--- src/rtl/aes_avalon_ctrl.sv ---
// aes_avalon_ctrl
// Avalon-MM slave holding the software register file of the AES core. Each
// software start snapshots KEY/MSG_IN into the core, raises AES_START, waits
// for AES_DONE under a watchdog, captures the ciphertext and reports DONE.
//
// Ports:
//   Clk, Reset_n          clock, asynchronous active-low reset
//   AVL_CS/READ/WRITE     Avalon-MM slave strobes (READ/WRITE qualified by CS)
//   AVL_ADDR              word address 0-15
//   AVL_BYTE_EN           per-byte write enables
//   AVL_WRITEDATA         write data
//   AVL_READDATA          combinational read data (0 when not reading)
//   AES_KEY, AES_MSG_IN   key/plaintext to the core, frozen for a whole run
//   AES_START             core start request
//   AES_DONE, AES_MSG_OUT core completion level and ciphertext
//   EXPORT_DATA           {MSG_OUT[127:112], MSG_OUT[15:0]} for a hex display
//
// Register map (words): 0-3 KEY, 4-7 MSG_IN, 8-11 MSG_OUT (RO),
// 12 STATUS {ERROR,BUSY} (RO), 13 CYCLES (RO), 14 START, 15 DONE (RO).
// Lower word numbers hold the more significant 32 bits.
module aes_avalon_ctrl #(
    parameter int TIMEOUT = 1023,
    parameter int CNT_W   = 10
) (
    input  logic         Clk,
    input  logic         Reset_n,
    input  logic         AVL_CS,
    input  logic         AVL_READ,
    input  logic         AVL_WRITE,
    input  logic [3:0]   AVL_ADDR,
    input  logic [3:0]   AVL_BYTE_EN,
    input  logic [31:0]  AVL_WRITEDATA,
    output logic [31:0]  AVL_READDATA,
    output logic [127:0] AES_KEY,
    output logic [127:0] AES_MSG_IN,
    output logic         AES_START,
    input  logic         AES_DONE,
    input  logic [127:0] AES_MSG_OUT,
    output logic [31:0]  EXPORT_DATA
);

    typedef enum logic [2:0] {
        ST_IDLE, ST_LOAD, ST_RUN, ST_CAPTURE, ST_HOLD, ST_FAULT
    } state_t;

    state_t           r_state;
    state_t           w_next;
    logic [31:0]      r_key [0:3];
    logic [31:0]      r_msg [0:3];
    logic [127:0]     r_msg_out;
    logic [127:0]     r_aes_key;
    logic [127:0]     r_aes_msg;
    logic [CNT_W-1:0] r_cnt;
    logic [CNT_W-1:0] r_cycles;
    logic             r_start;
    logic             r_done;
    logic             r_error;

    logic             w_wr;
    logic             w_busy;
    logic             w_wr_data_reg;
    logic             w_begin_run;
    logic             w_set_error;
    logic [CNT_W-1:0] w_cnt_inc;

    function automatic logic [31:0] f_byte_merge(input logic [31:0] old_val,
                                                 input logic [31:0] wdata,
                                                 input logic [3:0]  be);
        logic [31:0] res;
        res = old_val;
        for (int b = 0; b < 4; b++) begin
            if (be[b]) res[8*b +: 8] = wdata[8*b +: 8];
        end
        return res;
    endfunction

    assign w_wr          = AVL_CS & AVL_WRITE;
    assign w_wr_data_reg = w_wr & ~AVL_ADDR[3];
    assign w_busy        = (r_state == ST_LOAD) || (r_state == ST_RUN) ||
                           (r_state == ST_CAPTURE) || (r_state == ST_HOLD);
    // Decoded straight from the state register so an asynchronous reset
    // drops the start request immediately.
    assign AES_START     = (r_state == ST_RUN) || (r_state == ST_CAPTURE) ||
                           (r_state == ST_HOLD);
    // Saturating increment: the watchdog never wraps past TIMEOUT.
    assign w_cnt_inc     = (r_cnt == CNT_W'(TIMEOUT)) ? r_cnt : r_cnt + 1'b1;

    assign AES_KEY     = r_aes_key;
    assign AES_MSG_IN  = r_aes_msg;
    assign EXPORT_DATA = {r_msg_out[127:112], r_msg_out[15:0]};

    always_comb begin
        w_next      = r_state;
        w_begin_run = 1'b0;
        w_set_error = 1'b0;
        case (r_state)
            // Every path back to IDLE requires START=0, so a START level of 1
            // seen here always comes from a fresh 0->1 software write.
            ST_IDLE: begin
                if (r_start) begin
                    w_next      = ST_LOAD;
                    w_begin_run = 1'b1;
                end
            end
            ST_LOAD: w_next = ST_RUN;
            // Priority: software abort, then Done, then watchdog expiry.
            // The watchdog fires on the edge where the count reaches TIMEOUT,
            // so AES_START stays high for exactly TIMEOUT cycles.
            ST_RUN: begin
                if (!r_start) begin
                    w_next      = ST_IDLE;
                    w_set_error = 1'b1;
                end else if (AES_DONE) begin
                    w_next = ST_CAPTURE;
                end else if (w_cnt_inc == CNT_W'(TIMEOUT)) begin
                    w_next      = ST_FAULT;
                    w_set_error = 1'b1;
                end
            end
            ST_CAPTURE: w_next = ST_HOLD;
            ST_HOLD: begin
                if (!r_start) w_next = ST_IDLE;
            end
            ST_FAULT: begin
                if (!r_start) w_next = ST_IDLE;
            end
            default: w_next = ST_IDLE;
        endcase
    end

    always_ff @(posedge Clk or negedge Reset_n) begin
        if (!Reset_n) begin
            r_state   <= ST_IDLE;
            for (int i = 0; i < 4; i++) begin
                r_key[i] <= '0;
                r_msg[i] <= '0;
            end
            r_msg_out <= '0;
            r_aes_key <= '0;
            r_aes_msg <= '0;
            r_cnt     <= '0;
            r_cycles  <= '0;
            r_start   <= 1'b0;
            r_done    <= 1'b0;
            r_error   <= 1'b0;
        end else begin
            r_state <= w_next;

            if (w_wr_data_reg && !w_busy) begin
                if (!AVL_ADDR[2])
                    r_key[AVL_ADDR[1:0]] <= f_byte_merge(r_key[AVL_ADDR[1:0]], AVL_WRITEDATA, AVL_BYTE_EN);
                else
                    r_msg[AVL_ADDR[1:0]] <= f_byte_merge(r_msg[AVL_ADDR[1:0]], AVL_WRITEDATA, AVL_BYTE_EN);
            end

            if (w_wr && (AVL_ADDR == 4'd14) && AVL_BYTE_EN[0])
                r_start <= AVL_WRITEDATA[0];

            if (r_state == ST_LOAD) begin
                r_aes_key <= {r_key[0], r_key[1], r_key[2], r_key[3]};
                r_aes_msg <= {r_msg[0], r_msg[1], r_msg[2], r_msg[3]};
                r_cnt     <= '0;
            end

            if (r_state == ST_RUN)
                r_cnt <= w_cnt_inc;

            if (w_begin_run) begin
                r_done   <= 1'b0;
                r_error  <= 1'b0;
                r_cycles <= '0;
            end

            // Key/plaintext writes while busy are dropped but flagged.
            if (w_set_error || (w_wr_data_reg && w_busy))
                r_error <= 1'b1;

            if (r_state == ST_CAPTURE) begin
                r_msg_out <= AES_MSG_OUT;
                r_cycles  <= r_cnt;
                r_done    <= 1'b1;
            end
        end
    end

    always_comb begin
        AVL_READDATA = '0;
        if (AVL_CS && AVL_READ) begin
            case (AVL_ADDR)
                4'd0, 4'd1, 4'd2, 4'd3: AVL_READDATA = r_key[AVL_ADDR[1:0]];
                4'd4, 4'd5, 4'd6, 4'd7: AVL_READDATA = r_msg[AVL_ADDR[1:0]];
                4'd8:  AVL_READDATA = r_msg_out[127:96];
                4'd9:  AVL_READDATA = r_msg_out[95:64];
                4'd10: AVL_READDATA = r_msg_out[63:32];
                4'd11: AVL_READDATA = r_msg_out[31:0];
                4'd12: AVL_READDATA = {30'b0, r_error, w_busy};
                4'd13: AVL_READDATA = 32'(r_cycles);
                4'd14: AVL_READDATA = {31'b0, r_start};
                default: AVL_READDATA = {31'b0, r_done};
            endcase
        end
    end

endmodule

--- config.mk ---
export PLATFORM = sky130hd
export DESIGN_NAME = aes_avalon_ctrl
export DESIGN_NICKNAME = d
export VERILOG_FILES = /design/src/rtl/aes_avalon_ctrl.sv
export SDC_FILE = /design/constraint.sdc
export NUM_CORES = 1
export LEC_CHECK = 0
export ABC_AREA = 1
export CORE_UTILIZATION = 40
export DETAILED_ROUTE_END_ITERATION = 12
export GPL_TIMING_DRIVEN = 0
export HOLD_SLACK_MARGIN = 0.03
export PLACE_DENSITY = 0.72
export SLEW_MARGIN = 10
export SYNTH_ARGS = -nofsm -noshare
export SYNTH_HDL_FRONTEND = slang
export SYNTH_SLANG_ARGS = --single-unit
--- constraint.sdc ---
create_clock -name Clk -period 4.68 [get_ports Clk]
set_input_delay 0.468 -clock Clk [delete_from_list [all_inputs] [get_ports Clk]]
set_output_delay 0.468 -clock Clk [all_outputs]
set_load 0.005 [all_outputs]
=== After elaboration in Yosys (flattened, before gate mapping) ===
Index checks and enable logic that the tools add are counted.

* Output and inout bits: 321
* Logic and storage cells: 129
* Register bits after elaboration: 666

* Reductions and logical operators: 24
* Equal/unequal tests: 24
* $add $sub $neg: 1
* Multiplexer cells: 56
* $lt $le $gt $ge: 2
* Bitwise operators: 5

{| class="wikitable"
|+ Operators with widths
! cell !! number
|-
| 32-bit case mux with 9 select lines || 1
|-
| 128-bit bitwise mux || 2
|-
| 32-bit two-way mux || 6
|-
| 8-bit two-way mux || 24
|-
| 32-bit binary-select mux with 2-bit select || 2
|-
| 32-bit demux with 2-bit select || 1
|-
| 10-bit two-way mux || 5
|-
| 4-bit equality test (second input constant) || 7
|-
| 10-bit equality test (second input constant) || 2
|-
| 4-bit by 3-bit equality test with 1-bit output (second input constant) || 4
|-
| 3-bit two-way mux || 5
|-
| 3-bit case mux with 5 select lines || 1
|-
| 10-bit by 1-bit adder with 10-bit output (second input constant) || 1
|-
| 1-bit two-way mux || 9
|-
| 4-bit by 2-bit equality test with 1-bit output (second input constant) || 2
|-
| 4-bit OR reduction || 2
|-
| 3-bit by 2-bit equality test with 1-bit output (second input constant) || 2
|-
| 3-bit equality test (second input constant) || 2
|-
| 1-bit logical AND || 6
|-
| 1-bit logical OR || 6
|-
| 2-bit nonzero test || 3
|-
| 4-bit by 1-bit equality test with 1-bit output (second input constant) || 1
|-
| 4-bit logical NOT || 1
|-
| 2-bit inequality test (second input constant) || 2
|-
| 12 further kinds || 15
|}

=== Depth between registers and ports, before layout ===
Gate-level depths: netlist (run 1).

* Depth after elaboration: 9
* Mapped depth: 14

=== Least setup slack after synthesis (run 1) ===
No wires, ideal clock.

* Path type: input port to output port
* Start: input AVL_ADDR[0]
* End: output AVL_READDATA[5]
* Data arrival time: 1637 ps
* Cell stages on the path: 10
* Data required time: 4212 ps
* Slack: 2575 ps
* Cells stage by stage: inv_1 -> nor2_1 -> buf_2 -> nand2_1 -> inv_1 -> clkbuf_1 -> a21oi_1 -> nand3_1 -> a21oi_1 -> a21oi_1

* Word-level cells in the longest chain between the ends: 6

{| class="wikitable"
|+ Ends and longest elaborated chain
! what !! line !! text
|-
| start: declaration || 30 || <nowiki>input logic [3:0] AVL_ADDR,</nowiki>
|-
| 2-bit inverter with 3-bit output (not written as such) || 190, 191 ||
|-
| 32-bit binary-select mux with 2-bit select (on tied branches) || 191, 190 ||
|-
| 32-bit two-way mux (on tied branches) (2 in a row) || 191, 190 ||
|-
| 32-bit case mux with 9 select lines (*) || 189 || <nowiki>case (AVL_ADDR)</nowiki>
|-
| 32-bit two-way mux (*) || 188 || <nowiki>if (AVL_CS && AVL_READ) begin</nowiki>
|-
| end: declaration || 33 || <nowiki>output logic [31:0] AVL_READDATA,</nowiki>
|}

Every way passes the cells marked *; elsewhere a longest branch is shown, timed or not. The select of a mux whose other input is x is not followed.

=== Worst setup path after layout (run 1) ===
* Start: input AVL_ADDR[1]
* End: output AVL_READDATA[1]

Same word-level chain as after synthesis.

==> results of run 1 <==
cells by family (layout without fill, tap and decap cells):
group,Yosys count,in the layout,share of synthesized area (%)
simple gates,922,922,12.79
compound gates,823,823,16.07
flops,666,666,58.30
buf+inv,592,1224,8.430
mux,110,110,4.333
fa+ha+maj,1,1,0.04376
xor+xnor,1,1,0.03064
other cells,0,2,0
cell usage in the layout, fill, tap and decap left out, types with 3 or more instances in the layout:
master,n
a221oi_1,7
clkbuf_8,18
a21oi_1,46
o21bai_1,3
bufinv_16,8
a31oi_1,5
clkinv_2,10
a211oi_1,4
a22oi_1,63
inv_6,3
mux2_2,110
buf_4,32
nand4_1,23
dfrtp_1,666
clkinv_1,3
nand3_1,30
inv_1,375
buf_1,24
o21ai_1,70
buf_2,54
nand2_1,797
nor2_1,55
clkdlybuf4s50_1,493
o21ai_0,545
o221ai_1,63
clkbuf_16,74
buf_16,6
o22ai_1,13
nand2_2,3
clkbuf_1,116
a22o_1,4
nor2_4,8
per-stage QoR:
stage	hold WS, ps	instance area [µm²]	utilization, %	setup WS (ps)
after floorplan	172.4	28590	-	2575
after global placement	466.9	34710	49.31	-26990
after detailed placement	472.4	34880	49.55	97.08
after global routing	448.9	37400	53.13	30.35
final	438.3	37400	53.13	93.24
after CTS	410.8	37390	53.12	86.75
final timing paths:
check | end | startpoint | cells after the start | slack, ps
setup / recovery | AVL_READDATA[1] | AVL_ADDR[1] | 11 | 90
hold / removal | r_msg_out[109] | AES_MSG_OUT[109] | 3 | 440
setup reg to reg | AES_MSG_IN[125] | r_state[2] | 7 | 1530
hold reg to reg | AES_MSG_IN[13] | AES_MSG_IN[13] | 2 | 480
max in group asynchronous | AES_KEY[79] | Reset_n | 4 | 2630
min in group asynchronous | r_msg_out[29] | Reset_n | 2 | 470
metal layers:
metal  routed length (µm)  vias to the layer above
li1                     -                    11320
met1                45240                    12570
met2                52980                     1402
met3                11210                      223
met4                 4408                        0
met5                    0                        -
synthesized netlist by cell type (3+ instances only):
cell type    n
buf_4       32
inv_1      375
o21ai_1     70
a22o_1       4
a221oi_1     7
nand2_2      3
nand3_1     30
a31oi_1      5
dfrtp_1    666
a21oi_1     46
o22ai_1     13
o221ai_1    63
a211oi_1     4
mux2_2     110
nand4_1     23
nor2_4       8
o21bai_1     3
buf_1       25
nand2_1    797
clkbuf_1   102
nor2_1      55
o21ai_0    545
buf_2       54
a22oi_1     63
clkinv_1     3
state kept, by name, indices dropped and copies added (netlist names):
register and cells:
r_cycles 10, r_done 1, r_error 1, r_state 3, r_msg 128, r_cnt 10
AES_KEY 128, r_key 128, r_start 1, AES_MSG_IN 128, r_msg_out 128
worst reg2reg max path, delay by kind of cell, from the launching register on:
| kind | cells | cell delay, ps |
|---|---|---|
| AOI/OAI and AO/OA | 1 | 160 |
| buffers and inverters | 4 | 2250 |
| DFF | 1 | 360 |
| and+or+nand+nor | 2 | 290 |
power by group:
part           total, mW  switching [mW]  internal (mW)
clock network       6.09            2.45           3.64
registers           10.3            1.69           8.64
logic               9.98            5.47           4.51
cell type report:
| class | count | area (µm²) | area share [%] |
|---|---|---|---|
| diodes | 2 | 5.005 | 0.01338 |
| plain buffers | 213 | 989.7 | 2.646 |
| clock buffers | 107 | 2156 | 5.764 |
| clock inverters | 24 | 350.3 | 0.9367 |
| inverters | 379 | 1423 | 3.804 |
| multi-input cells | 1857 | 9512 | 25.43 |
| flip-flops and latches | 666 | 16670 | 44.56 |
| well taps | 940 | 1176 | 3.145 |
| repair buffers | 501 | 5125 | 13.70 |
what timing repair did:
| action | CTS | global route |
|---|---|---|
| resized for setup | 0 | 4 |
| hold buffers | 1 | 0 |
| hold endpoints to repair | 86 | 0 |
| setup endpoints to repair | 0 | 8 |
==> impl_results.md, run 1 <==
- GRT Total Usage: 31.02%
- DP Wirelength: 85,810 µm
- PortBufs: 494
- Clk_lat worst skew: 610 ps
- Die width: 269.3 µm
- Synth top area share: 58.30%
- CP Launch Type: input pin
- Violated checks: design-rule violations
- Lkg Pwr: 17.05 nW
- Crit path kind: input pin to output port
- Setup Buffers After CTS: 0
- Worst path cell trace: clkdlybuf4s50_1, nor2_1, buf_2, buf_1, a22oi_1, o221ai_1, nand2_1, nand2_1, nor2_1, nor2_1, clkdlybuf4s50_1
- Area contributors post-synth: dfrtp_1 (58%), nand2_1 (10%), o21ai_0 (9.5%)
- CTS tree: yes
- Yosys cell types: 33
- Crit Path Max Fanout: 10
- Peak VDD IR: 0.0004103 V
- CP peak stage delay: 680 ps
- Antenna-violating nets left: 0
- Tightest Pin Transition: 1011 ps
- Drt first-iter violations: 2,830
- Drt drc: 1
- #FFs+latches synth: 666
- Yosys warns: 0
- Mapped Area: 0.02859 mm²
- WP data required: 4210 ps
- Cell area power density: 706.0 mW/mm²
- Via count: 25,520
- I/O pin count: 495
- Drt pass-1 iters: 10
- First-pass GRT wire length: 166,700 µm
- TritonCTS buffer count: 73
- Placer congestion estimate: 0.9679
- Dpl cells: 4,555
- Period utilisation layout: 98.01%
- Overall power: 26.41 mW
- Max-slew violations: 0
- Crit path DAT: 4120 ps
- Fillers: 6,426
- Finish-stage setup viols: 0
- Synth-to-Final Area Change: 30.83%
- Post-synth top area cell: dfrtp_1
- Max Root-Sink Buffers: 3
- Main flop type after synthesis: dfrtp_1
- Sink Count: 666
- Seq/Total Area, Yosys: 58.30%
- Vias in the first global route: 25,210
- H-tree depth: 3
- Layout cells sized above 1: 8.967%
- Final non-filler cell total: 4,689
- Avg WL per Cell: 24.28 µm
- Post-route minimum period: 4587 ps
- M2 GR Usage: 49.55%
- Critical path buffers and inverters: 4
- GR peak layer: met2
- Hold Path Class: input pin to flop
- Largest net degree at the start of global routing: 114
- Total negative setup slack: 0 ps
- Die Y: 269.3 µm
- Synth Net Count: 3,290
- RSZ-0062 raised after global routing: no
- Met3 Use GR: 8.149%
- Post-Synthesis Cells: 3,115
- Average cell area after synthesis: 9.177 µm²
- Routed WL: 113,800 µm
- Ys async rst share: 100.0%
- Slowest stage cell, crit path: buf_1
- Die area: 0.07254 mm²
- CP Capture Type: output port
- Total grt overflow: 0
- Core Rows: 97
- Number of synthesized flops with an enable pin: 0
- Core ar.: 0.07039 mm²
- Hold Violations, Final: 0
- Crit path max-delay family: buffers and inverters
- Outcome: finished, violations left
- Clock slew at reported path FFs: 60 ps
- Final Skew: 18.19 ps
- Root Driver: clkbuf_16
- Crit-path most repeated cell: nor2_1
- Max-cap violations: 0
- # nets final: 3,866
- Starting Density: 40.61%
- Met1 usage: 40.37%
- Max transition margin: 32.61%
- Vias per cell: 5.443
- F_max: 0.2180 GHz
- Initial antenna violation count: 3
Power figures use the tool's default switching activity.
==> inputs of run 2 (changes only) <==
Settings changed: CAP_MARGIN set to 10, CORE_UTILIZATION 40 to 45, PLACE_DENSITY 0.72 to 0.79.
==> run 2 against run 1 <==
The flow now finishes without violations; die area down 11%; sequential cell count unchanged; register-to-register slack worse by 30 ps; fmax down 0.45%; critical endpoint is now AVL_READDATA[16]; highest routed layer unchanged.
==> impl_results.md, run 2 (synthesis results as in run 1) <==
- Routed WL: 110,500 µm (was 113,800 µm)
- Crit path kind: input pin to output port (unchanged)
- Antenna-violating nets left: 0 (unchanged)
- Drt pass-1 iters: 6 (was 10)
- DP Wirelength: 82,630 µm (was 85,810 µm)
- Total grt overflow: 0 (unchanged)
- PortBufs: 494 (unchanged)
- Vias in the first global route: 25,340 (was 25,210)
- Crit path DAT: 4140 ps (was 4120 ps)
- Initial antenna violation count: 3 (unchanged)
- Starting Density: 45.40% (was 40.61%)
- Max transition margin: 32.38% (was 32.61%)
- H-tree depth: 3 (unchanged)
- CTS tree: yes (unchanged)
- Die width: 254.0 µm (was 269.3 µm)
- CP Launch Type: input pin (unchanged)
- Max-slew violations: 0 (unchanged)
- Via count: 25,760 (was 25,520)
- Die Y: 254.0 µm (was 269.3 µm)
- Drt first-iter violations: 3,079 (was 2,830)
- Max Root-Sink Buffers: 3 (unchanged)
- RSZ-0062 raised after global routing: no (unchanged)
- Avg WL per Cell: 24.08 µm (was 24.28 µm)
- Lkg Pwr: 16.98 nW (was 17.05 nW)
- Setup Buffers After CTS: 0 (unchanged)
- Finish-stage setup viols: 0 (unchanged)
- Sink Count: 666 (unchanged)
- Drt drc: 0 (was 1)
- RR Startpoint: r_state[2] (unchanged)
- GRT Total Usage: 34.39% (was 31.02%)
- Vias per cell: 5.614 (was 5.443)
- Hold Violations, Final: 0 (unchanged)
- CP Launch Point: AVL_ADDR[3] (was AVL_ADDR[1])
- Crit Path Max Fanout: 10 (unchanged)
- Outcome: completed (was finished, violations left)
- Hold Path Class: input pin to async pin (was input pin to flop)
- Reg2Reg Depth: 7 (unchanged)
- Period utilisation layout: 98.45% (was 98.01%)
- First-pass GRT wire length: 161,500 µm (was 166,700 µm)
- Synth-to-Final Area Change: 29.96% (was 30.83%)
- Final core utilization: 59.00% (was 53.13%)
- Largest net degree at the start of global routing: 115 (was 114)
- Clk_lat worst skew: 620 ps (was 610 ps)
- F_max: 0.2170 GHz (was 0.2180 GHz)
- Core ar.: 0.06297 mm² (was 0.07039 mm²)
- R2r endpoint: AES_MSG_IN[121] (was AES_MSG_IN[125])
- Root Driver: clkbuf_16 (unchanged)
- Final non-filler cell total: 4,588 (was 4,689)
- Cell area power density: 701.3 mW/mm² (was 706.0 mW/mm²)
- CP Capture Type: output port (unchanged)
- Crit path max-delay family: buffers and inverters (unchanged)
- Die area: 0.06454 mm² (was 0.07254 mm²)
- TritonCTS buffer count: 71 (was 73)
- Crit path depth: 11 (unchanged)
- Fillers: 5,357 (was 6,426)
- Max-cap violations: 0 (unchanged)
- Hold Buf Count CTS: 1 (unchanged)
- WP data required: 4210 ps (about the same)
- Post-CTS resize count: 0 (unchanged)
- Layout cells sized above 1: 8.770% (was 8.967%)
- Placer congestion estimate: 0.9787 (was 0.9679)
- Tightest Pin Transition: 1014 ps (was 1011 ps)
- Peak VDD IR: 0.0003712 V (was 0.0004103 V)
- Total negative setup slack: 0 ps (unchanged)
- Critical path buffers and inverters: 6 (was 4)
- Commonest non-fill, non-tap cell in the layout: nand2_1 (unchanged)
- Dpl cells: 4,462 (was 4,555)
- Worst path cell trace: clkdlybuf4s50_1, inv_1, nor2_1, nand2_1, clkinv_1, buf_2, a221oi_1, nand3_1, nand2_1, inv_1, clkdlybuf4s50_1 (was clkdlybuf4s50_1, nor2_1, buf_2, buf_1, a22oi_1, o221ai_1, nand2_1, nand2_1, nor2_1, nor2_1, clkdlybuf4s50_1)
- # nets final: 3,865 (was 3,866)
- I/O pin count: 495 (unchanged)
- Worst Setup EP: AVL_READDATA[16] (was AVL_READDATA[1])
- CP peak stage delay: 680 ps (about the same)
- Most frequent cells in the layout: nand2_1 (797), dfrtp_1 (666), o21ai_0 (545), clkdlybuf4s50_1 (493), inv_1 (375) (unchanged)
- Clock slew at reported path FFs: 60 ps (about the same)
- Core Rows: 92 (was 97)
- Worst R2R Setup Slack: 1500 ps (was 1530 ps)
- Post-route minimum period: 4607 ps (was 4587 ps)
- Slowest stage cell, crit path: clkdlybuf4s50_1 (was buf_1)
- Final Skew: 22.07 ps (was 18.19 ps)
-- run 2: worst min-delay path by stage --
| stage | slack, ps | to | cells past startpoint | start |
|---|---|---|---|---|
| CTS | 380 | r_msg_out[55] | 2 | Reset_n |
| global route | 420 | r_msg_out[16] | 2 | Reset_n |
| global placement | 470 | AES_KEY[110] | 2 | AES_KEY[110] |
| floorplan | 170 | AES_KEY[0] | 0 | Reset_n |
| detailed placement | 450 | r_msg_out[124] | 1 | Reset_n |
| finish | 380 | r_msg_out[16] | 2 | Reset_n |
-- run 2: area by class of cell --
type                       instances  area, µm²  area share [%]
timing repair buffer             502       5152           13.87
clock buffer                     104       2113           5.688
clock inverter                    19      235.2          0.6331
inverter                         379       1423           3.829
sequential                       666      16670           44.86
antenna                            2      5.005         0.01347
tap                              846       1059           2.849
multi-input combinational       1857       9512           25.60
buffer                           213      987.2           2.657
-- run 2: layer usage --
metal  vias up  part of all wire (%)  track usage [%]
met5         -                     0                0
met4         0                   4.8            15.51
met3       287                    11            10.74
met2      1500                    46            53.65
met1     12660                    38            43.84
li1      11310                     -                -
-- run 2: where the power goes --
part	switching, mW	internal (mW)
clock network	2.45	3.32
registers	1.70	8.64
logic	5.44	4.51
-- run 2: through the flow --
step / hold WS (ps) / area [µm²] / worst slack [ps] / total power, mW
2_1_floorplan: 172.4 / 28590 / 2575 / 14.37
3_3_place_gp: 467.3 / 34590 / -26510 / 19.87
3_5_place_dp: 450.6 / 34790 / 113.9 / 20.12
4_1_cts: 378.2 / 37150 / 69.64 / 25.95
5_1_grt: 417.4 / 37150 / 32.30 / 27.46
6_report: 383.5 / 37150 / 72.63 / 26.06
